[src/rtl/mem_arbiter.sv]
// Two-master arbiter for a single-port synchronous RAM (1-cycle read latency) with locked bursts.
// Define MEM_ARB_RR_EN for round-robin tie-break; otherwise m1 wins every tie (fixed priority).
module mem_arbiter #(
    parameter int unsigned AW        = 32,
    parameter int unsigned DW        = 32,
    parameter int unsigned MAX_BURST = 16
) (
    input  logic          clk,
    input  logic          rst,
    input  logic          m0_req,
    input  logic          m0_we,
    input  logic          m0_lock,
    input  logic [AW-1:0] m0_addr,
    input  logic [DW-1:0] m0_wdata,
    output logic          m0_gnt,
    output logic          m0_rvalid,
    output logic [DW-1:0] m0_rdata,
    input  logic          m1_req,
    input  logic          m1_we,
    input  logic          m1_lock,
    input  logic [AW-1:0] m1_addr,
    input  logic [DW-1:0] m1_wdata,
    output logic          m1_gnt,
    output logic          m1_rvalid,
    output logic [DW-1:0] m1_rdata,
    output logic [AW-1:0] ram_address,
    output logic [DW-1:0] ram_data,
    output logic          ram_wren,
    input  logic [DW-1:0] ram_q
);

    localparam int unsigned   CW      = $clog2(MAX_BURST + 1);
    localparam logic          LOCK_EN = (MAX_BURST > 1);
    localparam logic [CW-1:0] CNT_MAX = CW'(MAX_BURST);

    typedef enum logic [1:0] {ARB, LOCK0, LOCK1} state_t;

    state_t        state, state_nxt;
    logic [CW-1:0] burst_cnt, burst_cnt_nxt;
    logic          last, last_nxt;       // 0 = m0 owned the latest grant, 1 = m1
    logic          gnt0, gnt1;
    logic          lock_active;
    logic          tie_m1;

    always_comb begin
        state_nxt     = state;
        burst_cnt_nxt = burst_cnt;
        last_nxt      = last;
        gnt0          = 1'b0;
        gnt1          = 1'b0;
        lock_active   = 1'b0;
`ifdef MEM_ARB_RR_EN
        tie_m1        = ~last;
`else
        tie_m1        = 1'b1;
`endif
        case (state)
            LOCK0:   lock_active = m0_lock && (burst_cnt < CNT_MAX);
            LOCK1:   lock_active = m1_lock && (burst_cnt < CNT_MAX);
            default: lock_active = 1'b0;
        endcase

        if (lock_active) begin
            gnt0 = (state == LOCK0) && m0_req;
            gnt1 = (state == LOCK1) && m1_req;
            if (gnt0 || gnt1)
                burst_cnt_nxt = burst_cnt + 1'b1;
        end else begin
            // An expired lock arbitrates exactly like ARB in the same cycle.
            if (m0_req && m1_req) begin
                gnt1 = tie_m1;
                gnt0 = ~tie_m1;
            end else begin
                gnt0 = m0_req;
                gnt1 = m1_req;
            end
            if (gnt0 && m0_lock && LOCK_EN) begin
                state_nxt     = LOCK0;
                burst_cnt_nxt = CW'(1);
            end else if (gnt1 && m1_lock && LOCK_EN) begin
                state_nxt     = LOCK1;
                burst_cnt_nxt = CW'(1);
            end else begin
                state_nxt     = ARB;
                burst_cnt_nxt = '0;
            end
        end

        if (gnt0)
            last_nxt = 1'b0;
        else if (gnt1)
            last_nxt = 1'b1;
    end

    // Grants are masked while reset is high so an async reset silences the RAM immediately.
    assign m0_gnt = gnt0 & ~rst;
    assign m1_gnt = gnt1 & ~rst;

    always_ff @(posedge clk or posedge rst) begin
        if (rst) begin
            state     <= ARB;
            burst_cnt <= '0;
            last      <= 1'b1;
            m0_rvalid <= 1'b0;
            m1_rvalid <= 1'b0;
        end else begin
            state     <= state_nxt;
            burst_cnt <= burst_cnt_nxt;
            last      <= last_nxt;
            m0_rvalid <= m0_gnt & ~m0_we;
            m1_rvalid <= m1_gnt & ~m1_we;
        end
    end

    always_comb begin
        ram_address = m0_addr;
        ram_data    = m0_wdata;
        ram_wren    = 1'b0;
        if (m1_gnt) begin
            ram_address = m1_addr;
            ram_data    = m1_wdata;
            ram_wren    = m1_we;
        end else if (m0_gnt) begin
            ram_wren    = m0_we;
        end
    end

    assign m0_rdata = ram_q;
    assign m1_rdata = ram_q;

endmodule

[config.mk]
export PLATFORM = sky130hd
export DESIGN_NAME = mem_arbiter
export DESIGN_NICKNAME = d
export VERILOG_FILES = /design/src/rtl/mem_arbiter.sv
export SDC_FILE = /design/constraint.sdc
export NUM_CORES = 1
export LEC_CHECK = 0
export ABC_AREA = 1
export ABC_CLOCK_PERIOD_IN_PS = 1700
export CAP_MARGIN = 10
export CORE_AREA = 5 5 112 114
export CTS_BUF_LIST = sky130_fd_sc_hd__clkbuf_8
export DETAILED_ROUTE_END_ITERATION = 8
export DIE_AREA = 0 0 117 119
export PLACE_DENSITY = 0.73
export RECOVER_POWER = 50
export SYNTH_ARGS = -nofsm -noshare
export SYNTH_HDL_FRONTEND = slang
export SYNTH_SLANG_ARGS = --single-unit
[constraint.sdc]
create_clock -name clk -period 1.7 [get_ports clk]
set_clock_uncertainty 0.05 [all_clocks]
set_input_delay 0.17 -clock clk [delete_from_list [all_inputs] [get_ports clk]]
set_output_delay 0.17 -clock clk [all_outputs]
set_load 0.1 [all_outputs]
==> impl_summary.log, run 1 <==
[metrics] DR top layer: met4
[metrics] Switching Fraction: between 50 and 60%
[metrics] met3 wire length: between 1500 and 2000 um
[metrics] CP Max Fanout: 10
[metrics] Detail Route Antenna Nets: 0
[metrics] min Tclk post-route: roughly 2.3 ns
[metrics] number of buffer and inverter stages on the critical path: 4
[metrics] dominant combinational cell family by area after synthesis: simple AND/OR/NAND/NOR gates
[metrics] share of cell area taken by muxes after synthesis: 0%
[metrics] CTS Root Cell: sky130_fd_sc_hd__clkbuf_8
[metrics] synth warn: 0
[metrics] reg2reg setup slack: -0.11 ns
[metrics] achievable frequency: between 400 and 500 MHz
[metrics] Synth area leaders: sky130_fd_sc_hd__nand2_1, sky130_fd_sc_hd__buf_4, sky130_fd_sc_hd__dfrtp_1, sky130_fd_sc_hd__nand2_2, sky130_fd_sc_hd__buf_6
[metrics] Synth Register Bits: 9
[metrics] sequential element share of the synthesized area: 12.2%
[metrics] dominant cell type by area after synthesis: sky130_fd_sc_hd__nand2_1
[metrics] kind of critical path: reg2out
[metrics] Core Box Area: 0.0113 mm^2
[metrics] slowest stage delay, CP: between 0.4 and 0.5 ns
[metrics] met2 layer wire length in the routed design: about 5800 um
[metrics] final net count: between 600 and 700
[metrics] initial core utilization: 16.4%
[metrics] endpoint required time on the critical path: 1.48 ns
[metrics] cells along the critical path: ha_4, nor2_4, nand3_2, nand2_2, nand3_4, buf_4, clkinv_8, buf_16, nand2_4, nand2_8, buf_12
[metrics] global-route congestion overflow total: 0
[metrics] die width: 117 um
[metrics] clock latency at the later pin of the worst-skew pair: about 0.24 ns
[metrics] Arr. time, crit path: 2.08 ns
[metrics] HPWL after detailed placement: 8580 um
[metrics] global placement routability congestion: 0.773
[metrics] critical path capture point type: primary output
[metrics] Synth cell types: 20
[metrics] initial antenna violation count: 0
[metrics] category of the worst setup path launch point: flip-flop
[metrics] layout overhead on the synthesized area: 275%
[metrics] DIE AREA: around 0.014 mm^2
[metrics] number of global-route vias before repair: 3,014
[metrics] power share of the combinational group: 90.4%
[metrics] post-route clock period utilization: 135%
[metrics] Top Family by Delay on Critical Path: buffers and inverters
[metrics] post-synthesis cell area: about 0.0019 mm^2
[metrics] internal power summed over all cells: between 2000 and 2500 uW
[metrics] maximum capacitance violations: 0
[metrics] r2r endpoint: m1_rvalid$_DFF_PP0_
[metrics] result of the run: finished with violations
[metrics] maximum root-to-sink buffer count: 2
[metrics] antenna diode count: 0
[metrics] count of vias placed by the detailed router: about 2,800
[metrics] largest voltage drop on the vdd net: 0.594 mV
[metrics] Max Transition Viols Final: 0
[metrics] setup slack of the critical path after layout: -0.603 ns
[metrics] DP Cell Count: approximately 630
[metrics] total negative setup slack: -38.48 ns
[metrics] number of non-filler instances in the completed layout: between 600 and 700
[metrics] Flop pwr share: 4.8%
[metrics] first-pass GRT wire length: roughly 16,000 um
[metrics] kind of path behind the tightest hold check: in2async
[metrics] net switching power: roughly 2900 uW
[metrics] Routed WL per cell: between 15 and 20 um
[metrics] DRT iter0 DRCs: 80
[metrics] clock network fraction of design power: around 4.9%
[metrics] launching point of the worst reg2reg path: state[1]$_DFFE_PP0P_
[metrics] relative slew slack: 81.6%
[metrics] clock sink total: 9
[metrics] violations in the final reports: negative setup slack
[metrics] worst-margin pin slew: ~0.28 ns
[metrics] mean instance size in the synthesized netlist: ~5.4 um^2
[metrics] total global routing track utilization: approximately 14%
[metrics] TritonCTS clock tree: yes
[metrics] xor/xnor cell area share of the yosys netlist: less than 1%
[metrics] CTS buffer count: 3
[metrics] sum of routed wire length over all layers: 10,800 um
[metrics] WHS: 0.276 ns
[metrics] post-synthesis share of cell area spent on and, or, nand and nor gates: just under 50%
[metrics] Worst-path clk slew: roughly 0.050 ns
[metrics] I/O pin count: 301
[metrics] met1 layer wirelength in the final routing: 3450 um
[metrics] cell count after synthesis: between 300 and 400
[metrics] number of nets in the synthesized netlist: just over 500
[metrics] H-tree depth: 1
[metrics] slowest stage cell, crit path: sky130_fd_sc_hd__dfrtp_1
[metrics] share of the synthesized area in compound gates (AO/OA/AOI/OAI): 2.09%
[metrics] Synth top area share: 40.1%
[metrics] adder-cell share of the synthesized area: under 10%
[metrics] die span in y: roughly 120 um
[metrics] post-detailed-route DRC marker count: 0
[metrics] RSZ-0062 raised after global routing: yes
[metrics] standby leakage power: 0.00279 uW
[metrics] Final Hold Violating Endpoints: 0
[metrics] routed via count divided by cell count: around 4.3
[metrics] number of detailed-routing iterations run before antenna repair: 4
[metrics] number of placement rows: 39
[metrics] worst-case reg-to-reg path depth: 10
[metrics] largest net degree at the start of global routing: 28
[metrics] count of buffers from port buffering: about 200
[metrics] Setup violations, final: between 60 and 70
[metrics] share of final-layout standard cells stronger than drive strength 1: between 50% and 60%
[metrics] power density over the cells: ~740 mW/mm^2
-- worst max path at each step --
stage	startpoint	endpoint	slack [ns]	depth (start not counted)
2_1_floorplan	state[1]$_DFFE_PP0P_	ram_wren	-0.44	8
3_3_place_gp	m0_lock	ram_address[8]	-0.45	11
3_5_place_dp	state[1]$_DFFE_PP0P_	ram_address[8]	-0.50	10
4_1_cts	state[0]$_DFFE_PP0P_	ram_data[24]	-0.64	11
5_1_grt	state[1]$_DFFE_PP0P_	ram_data[20]	-0.69	11
6_report	state[1]$_DFFE_PP0P_	ram_data[2]	-0.60	11
-- cells by family after synthesis --
logic type	after synthesis
AND/OR/NAND/NOR	228
buffers and inverters	92
flip-flops	9
AO/OA/AOI/OAI	7
adder cells (fa/ha/maj)	3
XOR/XNOR	1
-- registers in the layout, summed over array words and instances, names as in the netlist --
register,count
state,2
burst_cnt,5
m1_rvalid,1
m0_rvalid,1
-- synth_stat cells --
library cell	instances
sky130_fd_sc_hd__nor2_1	10
sky130_fd_sc_hd__xor2_1	1
sky130_fd_sc_hd__inv_2	2
sky130_fd_sc_hd__o21ai_0	2
sky130_fd_sc_hd__a21oi_1	2
sky130_fd_sc_hd__buf_2	7
sky130_fd_sc_hd__nand3_2	2
sky130_fd_sc_hd__buf_4	65
sky130_fd_sc_hd__nand2_2	10
sky130_fd_sc_hd__nor3_1	1
sky130_fd_sc_hd__nand3_1	5
sky130_fd_sc_hd__clkbuf_1	2
sky130_fd_sc_hd__inv_1	11
sky130_fd_sc_hd__a31oi_1	1
sky130_fd_sc_hd__buf_6	5
sky130_fd_sc_hd__nand2_1	198
sky130_fd_sc_hd__nand4_1	2
sky130_fd_sc_hd__dfrtp_1	9
sky130_fd_sc_hd__ha_1	3
sky130_fd_sc_hd__o22ai_1	2
-- placed cells by master, fill, tap and decap left out, types with 3 or more instances in the layout --
master and count:
sky130_fd_sc_hd__buf_4 20, sky130_fd_sc_hd__nor2_1 5, sky130_fd_sc_hd__buf_12 79, sky130_fd_sc_hd__nand2_8 111
sky130_fd_sc_hd__dfrtp_1 9, sky130_fd_sc_hd__clkdlybuf4s50_1 135, sky130_fd_sc_hd__nand3_1 4, sky130_fd_sc_hd__inv_1 11
sky130_fd_sc_hd__nand2_2 23, sky130_fd_sc_hd__nand2_4 36, sky130_fd_sc_hd__nand2_1 38, sky130_fd_sc_hd__nor2_4 3
sky130_fd_sc_hd__buf_16 5, sky130_fd_sc_hd__clkbuf_8 3
-- routing by layer --
metal,track usage (%),vias to the layer above
li1,-,1295
met1,13.9,1265
met2,27.0,200
met3,7.25,6
met4,1.29,0
met5,0,-
-- cell type report --
| cell class | instances | area, um^2 |
|---|---|---|
| Fill cell | 866 | 4380 |
| Timing Repair Buffer | 241 | 3260 |
| Multi-Input combinational cell | 239 | 3160 |
| Sequential cell | 9 | 225 |
| Tap cell | 143 | 179 |
| Inverter | 13 | 61.3 |
| Clock buffer | 3 | 41.3 |
| Timing Repair inverter | 1 | 16.3 |
| Clock inverter | 1 | 3.75 |
-- metrics by stage --
stage	utilization (%)	total power (uW)	worst slack, ns	instance area [um^2]
after global routing	61.3	5330	-0.687	6940
after global placement	55.5	4530	-0.454	6280
after detailed placement	55.5	4580	-0.498	6280
final	61.3	5160	-0.603	6940
after CTS	59.2	5060	-0.644	6710
after floorplan	-	3800	-0.435	3830
-- repair_timing --
action / CTS / global route
cloned: 3 / 1
buffers inserted: 3 / 12
endpoints found under the setup margin: 69 / 72
pin swaps: 45 / 10
hold buffers: 0 / 0
gates resized for setup: 54 / 25
-- power groups by stage --
stage | clock, uW | sequential [uW] | combinational, uW
final | 251 | 246 | 4660
after global routing | 260 | 247 | 4820
after CTS | 250 | 245 | 4570
after detailed placement | 0 | 247 | 4330
after global placement | 0 | 244 | 4280
after floorplan | 0 | 266 | 3540
-- worst min-delay path, cell delays in order --
cell	delay, ns
sky130_fd_sc_hd__clkdlybuf4s50_1	0.39
sky130_fd_sc_hd__inv_1	0.13
sky130_fd_sc_hd__buf_4	0.22
Power figures use the tool's default switching activity.
==> run 2, diff against run 1 <==
Settings changed: RECOVER_POWER 50 to not set.
==> results of run 2 <==
No change in the layout: final DEF, timing and power equal those of run 1.
==> run 3, diff against run 2 <==
Settings changed: CELL_PAD_IN_SITES_DETAIL_PLACEMENT set to 1, CELL_PAD_IN_SITES_GLOBAL_PLACEMENT set to 2, CORE_AREA 5 5 112 114 to not set, CORE_ASPECT_RATIO set to 2, CORE_MARGIN set to 5, CORE_UTILIZATION set to 10, DIE_AREA 0 0 117 119 to not set, PLACE_DENSITY 0.73 to 0.95, SKIP_CTS_REPAIR_TIMING set to 1.
==> impl_summary.log, run 3 (synthesis gave the netlist of run 1 again) <==
[metrics] global placement routability congestion: a little under 0.8
[metrics] Core Box Area: 0.0183 mm^2
[metrics] maximum root-to-sink buffer count: 2
[metrics] initial antenna violation count: 1
[metrics] clock latency at the later pin of the worst-skew pair: 0.25 ns
[metrics] post-detailed-route DRC marker count: 0
[metrics] largest net degree at the start of global routing: 34
[metrics] final net count: 680
[metrics] layout overhead on the synthesized area: 279%
[metrics] number of buffer and inverter stages on the critical path: 5
[metrics] total negative setup slack: -39.48 ns
[metrics] kind of path behind the tightest hold check: in2async
[metrics] cells along the critical path: inv_2, ha_4, nor2_4, nand3_2, nand2_2, nand3_4, buf_12, buf_12, clkbuf_16, nand2_2, nand2_8, buf_12
[metrics] Top Registers: burst_cnt x5, state x2
[metrics] DIE AREA: 0.0215 mm^2
[metrics] number of fill cells: roughly 1,900
[metrics] initial core utilization: about a tenth
[metrics] library cell appearing most often on the critical path: sky130_fd_sc_hd__buf_12
[metrics] critical path capture point type: primary output
[metrics] number of detailed-routing iterations run before antenna repair: 4
[metrics] post-route clock period utilization: 138%
[metrics] count of vias placed by the detailed router: 2,771
[metrics] r2r endpoint: m1_rvalid$_DFF_PP0_
[metrics] die span in y: 202 um
[metrics] count of buffers from port buffering: approximately 200
[metrics] share of final-layout standard cells stronger than drive strength 1: between 50% and 60%
[metrics] die width: approximately 110 um
[metrics] min Tclk post-route: 2.35 ns
[metrics] clock sink total: 9
[metrics] worst-margin pin slew: roughly 0.23 ns
[metrics] achievable frequency: 425 MHz
[metrics] routed via count divided by cell count: between 3 and 4
[metrics] violations in the final reports: negative setup slack
[metrics] first-pass GRT wire length: roughly 17,000 um
[metrics] Detail Route Antenna Nets: 0
[metrics] Worst-path clk slew: 0.05 ns
[metrics] power density over the cells: 738 mW/mm^2
[metrics] setup slack of the critical path after layout: -0.654 ns
[metrics] launching point of the worst reg2reg path: state[0]$_DFFE_PP0P_
[metrics] TritonCTS clock tree: yes
[metrics] leading cell types in the layout, fill and taps excluded: sky130_fd_sc_hd__clkdlybuf4s50_1, sky130_fd_sc_hd__nand2_8, sky130_fd_sc_hd__buf_12, sky130_fd_sc_hd__nand2_1, sky130_fd_sc_hd__nand2_4
[metrics] HPWL after detailed placement: just over 10,000 um
[metrics] endpoint required time on the critical path: 1.48 ns
[metrics] largest voltage drop on the vdd net: ~0.45 mV
[metrics] relative slew slack: between 80 and 90%
[metrics] maximum capacitance violations: 0
[metrics] global-route congestion overflow total: 0
[metrics] DP Cell Count: between 700 and 800
[metrics] I/O pin count: 301
[metrics] H-tree depth: 1
[metrics] RSZ-0062 raised after global routing: yes
[metrics] Setup violations, final: just under 70
[metrics] result of the run: finished with violations
[metrics] slowest stage cell, crit path: sky130_fd_sc_hd__dfrtp_1
[metrics] CP Max Fanout: 8
[metrics] reg2reg setup slack: -0.06 ns
[metrics] number of placement rows: 70
[metrics] CTS buffer count: 3
[metrics] Arr. time, crit path: ~2.1 ns
[metrics] kind of critical path: reg2out
[metrics] number of global-route vias before repair: about 3,200
[metrics] Multi-input gate area: 0.00307 mm^2
[metrics] standby leakage power: around 0.0028 uW
[metrics] category of the worst setup path launch point: flip-flop
[metrics] Top Family by Delay on Critical Path: buffers and inverters
[metrics] sum of routed wire length over all layers: 12,400 um
[metrics] CTS Root Cell: sky130_fd_sc_hd__clkbuf_8
[metrics] Max Transition Viols Final: 0
[metrics] slowest stage delay, CP: between 0.3 and 0.4 ns
[metrics] number of flip-flops in the largest register: 5
[metrics] Routed WL per cell: ~17 um
[metrics] sequential cell area: around 230 um^2
[metrics] sum of internal, switching and leakage power: 5190 uW
[metrics] register bank with the most flops: burst_cnt
[metrics] total global routing track utilization: 10.0%
[metrics] worst-case reg-to-reg path depth: 9
[metrics] Final Hold Violating Endpoints: 0
[metrics] number of non-filler instances in the completed layout: around 730
[metrics] most common library cell in the layout ignoring fill and taps: sky130_fd_sc_hd__clkdlybuf4s50_1
[metrics] DRT iter0 DRCs: 49
## run 3: cell types whose count changed in the layout (fill, tap and decap cells not counted), sizes merged
cell	before	now
buf	105	102
clkinv	2	1
inv	13	14
clkbuf	4	8
diode	0	1
## run 3: layer usage
metal / global-route usage, % / wire, um
met3: 5.78 / 1650
met4: 1.76 / 97
met1: 7.27 / 3010
met5: 0 / 7
met2: 21.3 / 7590
## run 3: power breakdown
| group | leakage [uW] | switching, uW | total (uW) | internal, uW |
|---|---|---|---|---|
| clock | 0.0000269 | 102 | 261 | 159 |
| combinational | 0.00267 | 2830 | 4680 | 1850 |
| sequential | 0.000121 | 15.3 | 245 | 230 |
## run 3: how the worst max path moves through the flow
stage	depth (start not counted)	to	start	slack, ns
2_1_floorplan	8	ram_wren	state[1]$_DFFE_PP0P_	-0.44
3_3_place_gp	11	ram_address[3]	m0_lock	-0.47
3_5_place_dp	11	ram_address[4]	m0_lock	-0.50
4_1_cts	11	ram_address[4]	state[0]$_DFFE_PP0P_	-0.72
5_1_grt	12	ram_address[14]	state[0]$_DFFE_PP0P_	-0.75
6_report	12	ram_data[12]	state[0]$_DFFE_PP0P_	-0.65
## run 3: layout make-up
type / instances / area share, %
antenna: 1 / 0.0356
clock buffer: 3 / 0.588
clock inverter: 1 / 0.0534
inverter: 13 / 1.07
multi-input combinational: 239 / 43.7
sequential: 9 / 3.21
tap: 216 / 3.85
timing repair buffer: 242 / 47.3
timing repair inverter: 1 / 0.160
## run 3: stage by stage
| step | instance area, um^2 | hold WS [ns] | worst slack (ns) | util (%) |
|---|---|---|---|---|
| 3_3_place_gp | 6460 | 0.291 | -0.465 | 35.3 |
| 4_1_cts | 6500 | 0.278 | -0.725 | 35.5 |
| 6_report | 7030 | 0.265 | -0.654 | 38.4 |
| 5_1_grt | 7020 | 0.290 | -0.754 | 38.4 |
| 3_5_place_dp | 6460 | 0.291 | -0.500 | 35.3 |
| 2_1_floorplan | 3830 | -0.0205 | -0.435 | - |
## run 3: worst register-to-register path: stages (launching register included)
cell                      delay [ns]
sky130_fd_sc_hd__dfrtp_1        0.38
sky130_fd_sc_hd__inv_2          0.08
sky130_fd_sc_hd__ha_4           0.20
sky130_fd_sc_hd__nor2_4         0.11
sky130_fd_sc_hd__nand4_1        0.14
sky130_fd_sc_hd__nand3_4        0.16
sky130_fd_sc_hd__buf_12         0.16
sky130_fd_sc_hd__buf_12         0.11
sky130_fd_sc_hd__buf_6          0.20
sky130_fd_sc_hd__nor2_1         0.06
